`src/rtl/adc_stim_sequencer.sv`:
```
// Table-driven ADC stimulus source: replays up to SEG segments of per-channel
// sample values and valid flags, each held for a programmed number of clocks.
module adc_stim_sequencer #(
  parameter int DW  = 14,
  parameter int CH  = 2,
  parameter int SEG = 8,
  parameter int CW  = 32
) (
  input  logic                    adc_clk_i,
  input  logic                    adc_rstn_i,
  input  logic                    cfg_we_i,
  input  logic [$clog2(SEG)-1:0]  cfg_addr_i,
  input  logic [CH*DW-1:0]        cfg_dat_i,
  input  logic [CH-1:0]           cfg_vmask_i,
  input  logic [CW-1:0]           cfg_dur_i,
  input  logic [$clog2(SEG):0]    num_seg_i,
  input  logic                    loop_i,
  input  logic                    start_i,
  input  logic                    stop_i,
  output logic [CH*DW-1:0]        dat_o,
  output logic [CH-1:0]           vld_o,
  output logic [$clog2(SEG)-1:0]  seg_o,
  output logic                    run_o,
  output logic                    done_o
);

  localparam int AW = $clog2(SEG);
  localparam int NW = AW + 1;

  typedef enum logic {
    IDLE = 1'b0,
    RUN  = 1'b1
  } state_e;

  state_e state_q, state_d;

  // Segment table; deliberately not reset so a programmed sequence survives
  // a reset of the sequencer.
  logic [CH*DW-1:0] tbl_dat_q [SEG];
  logic [CH*DW-1:0] tbl_dat_d [SEG];
  logic [CH-1:0]    tbl_vm_q  [SEG];
  logic [CH-1:0]    tbl_vm_d  [SEG];
  logic [CW-1:0]    tbl_dur_q [SEG];
  logic [CW-1:0]    tbl_dur_d [SEG];

  logic [CW-1:0]    cnt_q, cnt_d;
  logic [NW-1:0]    num_seg_q, num_seg_d;
  logic             loop_q, loop_d;
  logic [CH*DW-1:0] dat_q, dat_d;
  logic [CH-1:0]    vld_q, vld_d;
  logic [AW-1:0]    seg_q, seg_d;
  logic             done_q, done_d;

  logic             start_ok;
  logic             seg_last;
  logic             load_en;
  logic [AW-1:0]    load_idx;
  logic [CW-1:0]    load_dur;

  always_comb begin
    tbl_dat_d = tbl_dat_q;
    tbl_vm_d  = tbl_vm_q;
    tbl_dur_d = tbl_dur_q;
    if (cfg_we_i && (int'(cfg_addr_i) < SEG)) begin
      tbl_dat_d[cfg_addr_i] = cfg_dat_i;
      tbl_vm_d[cfg_addr_i]  = cfg_vmask_i;
      tbl_dur_d[cfg_addr_i] = cfg_dur_i;
    end
  end

  always_ff @(posedge adc_clk_i) begin
    tbl_dat_q <= tbl_dat_d;
    tbl_vm_q  <= tbl_vm_d;
    tbl_dur_q <= tbl_dur_d;
  end

  assign start_ok = start_i && !stop_i && (num_seg_i != '0) &&
                    (int'(num_seg_i) <= SEG);
  assign seg_last = (({1'b0, seg_q} + NW'(1)) == num_seg_q);

  // cnt_q holds the clocks remaining in the current segment minus one, so a
  // segment advances on the clock after the counter reaches zero.
  always_comb begin
    state_d   = state_q;
    cnt_d     = cnt_q;
    num_seg_d = num_seg_q;
    loop_d    = loop_q;
    dat_d     = dat_q;
    vld_d     = vld_q;
    seg_d     = seg_q;
    done_d    = 1'b0;
    load_en   = 1'b0;
    load_idx  = '0;
    load_dur  = '0;

    case (state_q)
      IDLE: begin
        if (start_ok) begin
          state_d   = RUN;
          num_seg_d = num_seg_i;
          loop_d    = loop_i;
          load_en   = 1'b1;
          load_idx  = '0;
        end
      end
      RUN: begin
        if (stop_i) begin
          state_d = IDLE;
          vld_d   = '0;
        end else if (cnt_q != '0) begin
          cnt_d = cnt_q - CW'(1);
        end else if (!seg_last) begin
          load_en  = 1'b1;
          load_idx = seg_q + AW'(1);
        end else if (loop_q) begin
          load_en  = 1'b1;
          load_idx = '0;
        end else begin
          state_d = IDLE;
          vld_d   = '0;
          done_d  = 1'b1;
        end
      end
      default: state_d = IDLE;
    endcase

    if (load_en) begin
      load_dur = tbl_dur_q[load_idx];
      dat_d    = tbl_dat_q[load_idx];
      vld_d    = tbl_vm_q[load_idx];
      seg_d    = load_idx;
      cnt_d    = (load_dur == '0) ? '0 : (load_dur - CW'(1));
    end
  end

  always_ff @(posedge adc_clk_i) begin
    if (!adc_rstn_i) begin
      state_q   <= IDLE;
      cnt_q     <= '0;
      num_seg_q <= '0;
      loop_q    <= 1'b0;
      dat_q     <= '0;
      vld_q     <= '0;
      seg_q     <= '0;
      done_q    <= 1'b0;
    end else begin
      state_q   <= state_d;
      cnt_q     <= cnt_d;
      num_seg_q <= num_seg_d;
      loop_q    <= loop_d;
      dat_q     <= dat_d;
      vld_q     <= vld_d;
      seg_q     <= seg_d;
      done_q    <= done_d;
    end
  end

  assign dat_o  = dat_q;
  assign vld_o  = vld_q;
  assign seg_o  = seg_q;
  assign run_o  = (state_q == RUN);
  assign done_o = done_q;

endmodule

```
`config.mk`:
```
export PLATFORM = sky130hd
export DESIGN_NAME = adc_stim_sequencer
export DESIGN_NICKNAME = d
export VERILOG_FILES = /design/src/rtl/adc_stim_sequencer.sv
export SDC_FILE = /design/constraint.sdc
export NUM_CORES = 1
export LEC_CHECK = 0
export BUFFER_PORTS_ARGS = -buffer_cell sky130_fd_sc_hd__buf_2
export CORE_MARGIN = 3
export CORE_UTILIZATION = 55
export CTS_CLUSTER_DIAMETER = 100
export CTS_CLUSTER_SIZE = 14
export DETAILED_ROUTE_END_ITERATION = 6
export MAX_ROUTING_LAYER = met4
export PLACE_DENSITY = 0.73
export SLEW_MARGIN = 25
export SYNTH_ARGS = -nofsm -noshare
export SYNTH_HDL_FRONTEND = slang
export SYNTH_SLANG_ARGS = --single-unit
export TNS_END_PERCENT = 10
```
`constraint.sdc`:
```
create_clock -name adc_clk_i -period 8.7 [get_ports adc_clk_i]
set_input_delay 2.175 -clock adc_clk_i [delete_from_list [all_inputs] [get_ports adc_clk_i]]
set_output_delay 2.175 -clock adc_clk_i [all_outputs]
set_load 0.01 [all_outputs]
```
* Word-level counts from Yosys, hierarchy flattened
Index checks and enable logic that the tools add are counted.
** Storage, ports and cells
- Bits in registers :: 568
- Input bits :: 75
** Cells by class
- Add/subtract/negate cells :: 4
- Order comparisons :: 4
- Eq/ne operators :: 4
- Muxes and demuxes :: 43
- Bitwise gates (word level) :: 5
- Reductions and logical operators :: 15
** Operators with widths (count)
- $bwmux 256 :: 1
- $mux 32 :: 8
- $bwmux 224 :: 1
- $bmux 32 s3 :: 1
- $demux 32 s3 :: 1
- $bmux 28 s3 :: 1
- $demux 28 s3 :: 1
- $mux 28 :: 3
- $sub 32x1->32 const B :: 2
- $logic_not 32->1 :: 1
- $reduce_bool 32->1 :: 1
- $mux 2 :: 9
- $bwmux 16 :: 1
- $mux 3 :: 3
- $ge 4x4->1 const B :: 2
- $mux 1 :: 8
- $not 3->4 :: 2
- $bmux 2 s3 :: 1
- $demux 2 s3 :: 1
- $pmux 3 s2 :: 1
- $reduce_or 5->1 :: 1
- $add 3x1->4 const B :: 1
- $eq 4x4->1 :: 1
- $le 4x4->1 const B :: 1
- other kinds (15) :: 22

* Depth between registers and ports, before layout
- Depth after elaboration :: 13
- Mapped depth :: 22
- Mapped depth without buffers :: 16

* Worst setup path before layout
Ideal clock, no wire load.
- Kind :: input port to flip-flop
- Start point :: input port cfg_addr_i[1]
- End point :: register tbl_dat_q[196] (netlist name), enable pin
- Arrival time :: 6.572 ns
- Data required time :: 8.141 ns
- Slack :: 1.569 ns
- Stages :: 2
- Path through :: nand2b_1 > nor3_1
** RTL lines
- start: declaration :: line 12 : input logic [$clog2(SEG)-1:0] cfg_addr_i,
- end signal: assignment :: line 72 : tbl_dat_q <= tbl_dat_d;
- end: declaration :: line 39 : logic [CH*DW-1:0] tbl_dat_q [SEG];

* Worst setup path in the final report
- Start point :: input port stop_i
- End point :: register cnt_q[14]
** On the way
- Longest elaborated chain between the ends :: 9
** RTL lines
- start: declaration :: line 19 : input logic stop_i,
- $mux 3 :: line 107 : if (stop_i) begin
- $pmux 3 s2 :: line 96 : case (state_q)
- $not 3->4 (not written as such) :: line 128 : load_dur = tbl_dur_q[load_idx];
- $bmux 32 s3 :: line 128
- $mux 32 (not written as such) (2 in series) :: line 128
- $sub 32x1->32 / $logic_not 32->1 (equally long branches) :: line 132 : cnt_d = (load_dur == '0) ? '0 : (load_dur - CW'(1));
- $mux 32 :: line 132
- $mux 32 :: line 127 : if (load_en) begin
- end signal: assignment :: line 148 : cnt_q <= cnt_d;
- end: declaration :: line 46 : logic [CW-1:0] cnt_q, cnt_d;
Parallel ways exist; a longest one is shown, timed or not. The select of a mux whose other input is x is not followed.
A chain may end at the register's enable or synchronous reset.

==> reports/qor.txt <==
FF-to-FF End: cnt_q[14]$_SDFFE_PN0P_
hpwl dp: 43.9 mm
Met3 Routed Length: 8.38 mm
total track usage: 0.317
Pins Over Slew Limit: 0
global-route wire length before repair: 108 mm
Clock Tree Root: clkbuf_16
grt ovf: 0
layout cells sized above 1: 0.141
Leak: 9.29 nW
switching pwr: 0.00148 W
critical path's top delay family: simple AND/OR/NAND/NOR gates
largest net degree at the start of global routing: 71
min Tclk post-route: 6650 ps
average wire per standard cell: 27.3 um
Ports: 110
largest cells by area after synthesis: edfxtp_1, dfxtp_1, nand2_1
H-tree depth: 2
Highest Signal Layer: met4
# rows: 76
count of maximum capacitance violations: 0
sequential power share: 0.546
syn_area_per_cell: 12.6 um2
Sw Ratio: 0.259
skew final: 23.4 ps
Least-Margin Pin Slew: 1190 ps
CTS buffer count: 46
Worst R2R Start: seg_o[0]$_SDFFE_PN0P_
die height: 216 um
vias per cell: 6.73
1st-iter DRT viols: 2287
combinational power share: 0.116
Synth cell types: 78
Synthesized Nets: 2000
Register-to-Register Path Depth: 14
routed via count: 17700
fillers: 3260
Cells after Synth: 1921
Max stage delay on crit path: 760 ps
crit path kind: in -> reg
clk sinks: 568
CTS resizes: 0
number of global-route vias before repair: 17400
internal power: 0.00425 W
initial core utilization: 0.558
Final Cycle Share: 0.764
insertion delay to the later sink of the worst-skew pair: 620 ps
Hold Path Depth: 1
Peak Freq: 150 MHz
CTS tree: done
final core occ: 0.622
RSZ-0062 raised after global routing: false
post-synth top area cell: edfxtp_1
met1 wire length: 27.0 mm
Synth-to-Final Area Change: 11.4%
CP bufs+invs: 3
status: complete, no violations
Syn. warnings: 0
initial antenna violation count: 4
maximum VDD drop: 0.176 mV
Worst-path clk slew: 70 ps
critical path launch point type: primary input
gpl congestion: 1.05
die width: 216 um
Synth Flop Type: edfxtp_1
crit path max fanout: 34
Crit. End Element: flip-flop
CTS Hold Buffers Added: 0
drt first pass iters: 6
Worst Hold Path EP: dat_o[12]$_SDFFE_PN0P_
Hold Path Class: reg -> reg
Max clock buf depth: 3
ys async rst share: 0
Worst Path Required: 9160 ps
Worst EP arrival: 7110 ps
Post-Route WL: 71.8 mm
flops & latches, synth: 568
die area: 46500 um2
postcts setup bufs: 0
Clock Power Share: 0.337
PortBufs: 109
# DRC: 0
final net count: 2090
Worst path slowest cell: or4_1
Final setup viols: 0
power per cell area: 213 nW/um2
Hold Fails Final Rpt: 0
DRT antenna net count: 0
Placed Cells: 2546
Reg2Reg Setup Slack: 2420 ps
hold path start: dat_o[12]$_SDFFE_PN0P_
Max-slew headroom: 0.200
setup TNS: 0 ps
core area: 43300 um2
Cell Area, Synth: 24100 um2
Critical Path, Cell by Cell: buf_2 -> or3b_2 -> buf_4 -> nor3_2 -> buf_4 -> nand3_1 -> nor2_2 -> nand3_1 -> a211o_1 -> a211oi_2 -> nand4_2 -> or4_1 -> nand3_2 -> o32ai_1
Fin Hold WS: 497 ps
EDFF count, synth: 496
routed wl met2: 33.2 mm
post-synthesis sequential area ratio: 0.677
non-filler cells, final: 2629
Synth top area share: 0.617
## power by group through the flow
| stage | Sequential [W] | Clock [W] | Combinational (W) |
|---|---|---|---|
| floorplan | 0.00318 | 0 | 0.000377 |
| global placement | 0.00318 | 0 | 0.000632 |
| detailed placement | 0.00319 | 0 | 0.000644 |
| CTS | 0.00313 | 0.00196 | 0.000647 |
| global route | 0.00314 | 0.00206 | 0.000707 |
| finish | 0.00313 | 0.00193 | 0.000667 |
## kinds of logic (layout without fill, tap and decap cells)
family	Yosys count	count (layout)	share of synthesized area
and+or+nand+nor	712	712	0.146
DFF	568	568	0.677
AOI/OAI and AO/OA	442	442	0.128
buffers and inverters	129	248	0.0215
xor gates and xnor gates	46	46	0.0167
muxes	20	20	0.00855
adders and majority gates	4	4	0.00207
other	0	4	0
## worst max path at each step
stage	start	end	slack, ps	cells past startpoint
finish	stop_i	cnt_q[14]$_SDFFE_PN0P_	2050	14
global route	stop_i	cnt_q[23]$_SDFFE_PN0P_	1860	13
CTS	stop_i	cnt_q[14]$_SDFFE_PN0P_	2240	14
detailed placement	stop_i	cnt_q[14]$_SDFFE_PN0P_	1620	14
global placement	stop_i	cnt_q[31]$_SDFFE_PN0P_	1740	14
floorplan	cfg_addr_i[1]	tbl_dat_q[196]$_DFFE_PP_	1570	2
## registers in the layout (all words and copies together) (netlist names)
name	cells
tbl_dur_q	256
done_o	1
tbl_dat_q	224
num_seg_q	4
loop_q	1
dat_o	28
cnt_q	32
run_o	1
seg_o	3
vld_o	2
tbl_vm_q	16
## layout make-up
type | count | area [um2] | area share
flip-flops and latches | 568 | 16300 | 0.607
multi-input cells | 1224 | 7450 | 0.277
repair buffers | 165 | 1020 | 0.0380
clock inverters | 4 | 71.3 | 0.00265
inverters | 6 | 22.5 | 0.000837
well taps | 585 | 732 | 0.0272
clock buffers | 73 | 1250 | 0.0466
diodes | 4 | 10.0 | 0.000372
## routing by layer
layer / up-vias / track usage
li1: 7634 / -
met1: 8644 / 0.413
met2: 1185 / 0.484
met3: 231 / 0.0686
met4: 0 / 0.138
met5: - / -
## cell usage in the layout, fill, tap and decap left out, types with 11 or more instances in the layout
cell and count:
a211oi_1 13, a21oi_1 59, a31oi_1 17, and3_1 16, buf_2 109, buf_4 52, clkbuf_1 27, clkbuf_16 46
dfxtp_1 72, edfxtp_1 496, mux2i_1 15, nand2_1 228, nand3_1 136, nand3b_1 31, nand4_1 14, nor2_1 101
nor2b_1 13, nor3_1 56, nor4_1 21, o211a_1 32, o211ai_1 39, o21ai_0 87, o221ai_1 33, o22ai_1 62
or3_1 11, or4_1 12, xnor2_1 25, xor2_1 21
## through the flow
step / total power (W) / instance area (um2) / worst slack, ps
finish: 0.00573 / 26900 / 2050
global route: 0.00591 / 26900 / 1860
CTS: 0.00574 / 26800 / 2240
detailed placement: 0.00383 / 25500 / 1620
global placement: 0.00382 / 25500 / 1740
floorplan: 0.00356 / 24100 / 1570
## Yosys cell counts (5+ instances only)
master       n
nand4_1     14
o211ai_1    39
or4_1       12
nor2_1     108
a31o_2       5
buf_1       12
nor3_1      62
a211oi_1    13
a21oi_1     59
o211a_1     32
o221ai_1    33
buf_2       18
xnor2_1     25
and4_1       5
o221a_2      9
nand2b_1     9
inv_1        6
and2_1       7
edfxtp_1   496
nand3_1    139
dfxtp_1     72
o2111ai_1    5
or2_2        9
a31oi_1     17
a22oi_1      6
o21ai_0     88
a211o_1      8
and3_1      16
o22ai_1     62
mux2i_1     15
clkbuf_1    91
mux2_2       5
nand2_1    230
nor4_1      23
xor2_1      21
or3_1       11
nor2b_1     14
nand3b_1    31
o31ai_1      5
o21a_1      10
## worst reg2reg max path, delay by kind of cell (launching register included)
| kind | cells | cell delay, ps |
|---|---|---|
| buf+inv | 2 | 810 |
| compound gates | 5 | 2290 |
| fa+ha+maj | 1 | 330 |
| xor+xnor | 1 | 200 |
| flops | 1 | 640 |
| simple gates | 5 | 1870 |
Power figures use the tool's default switching activity.
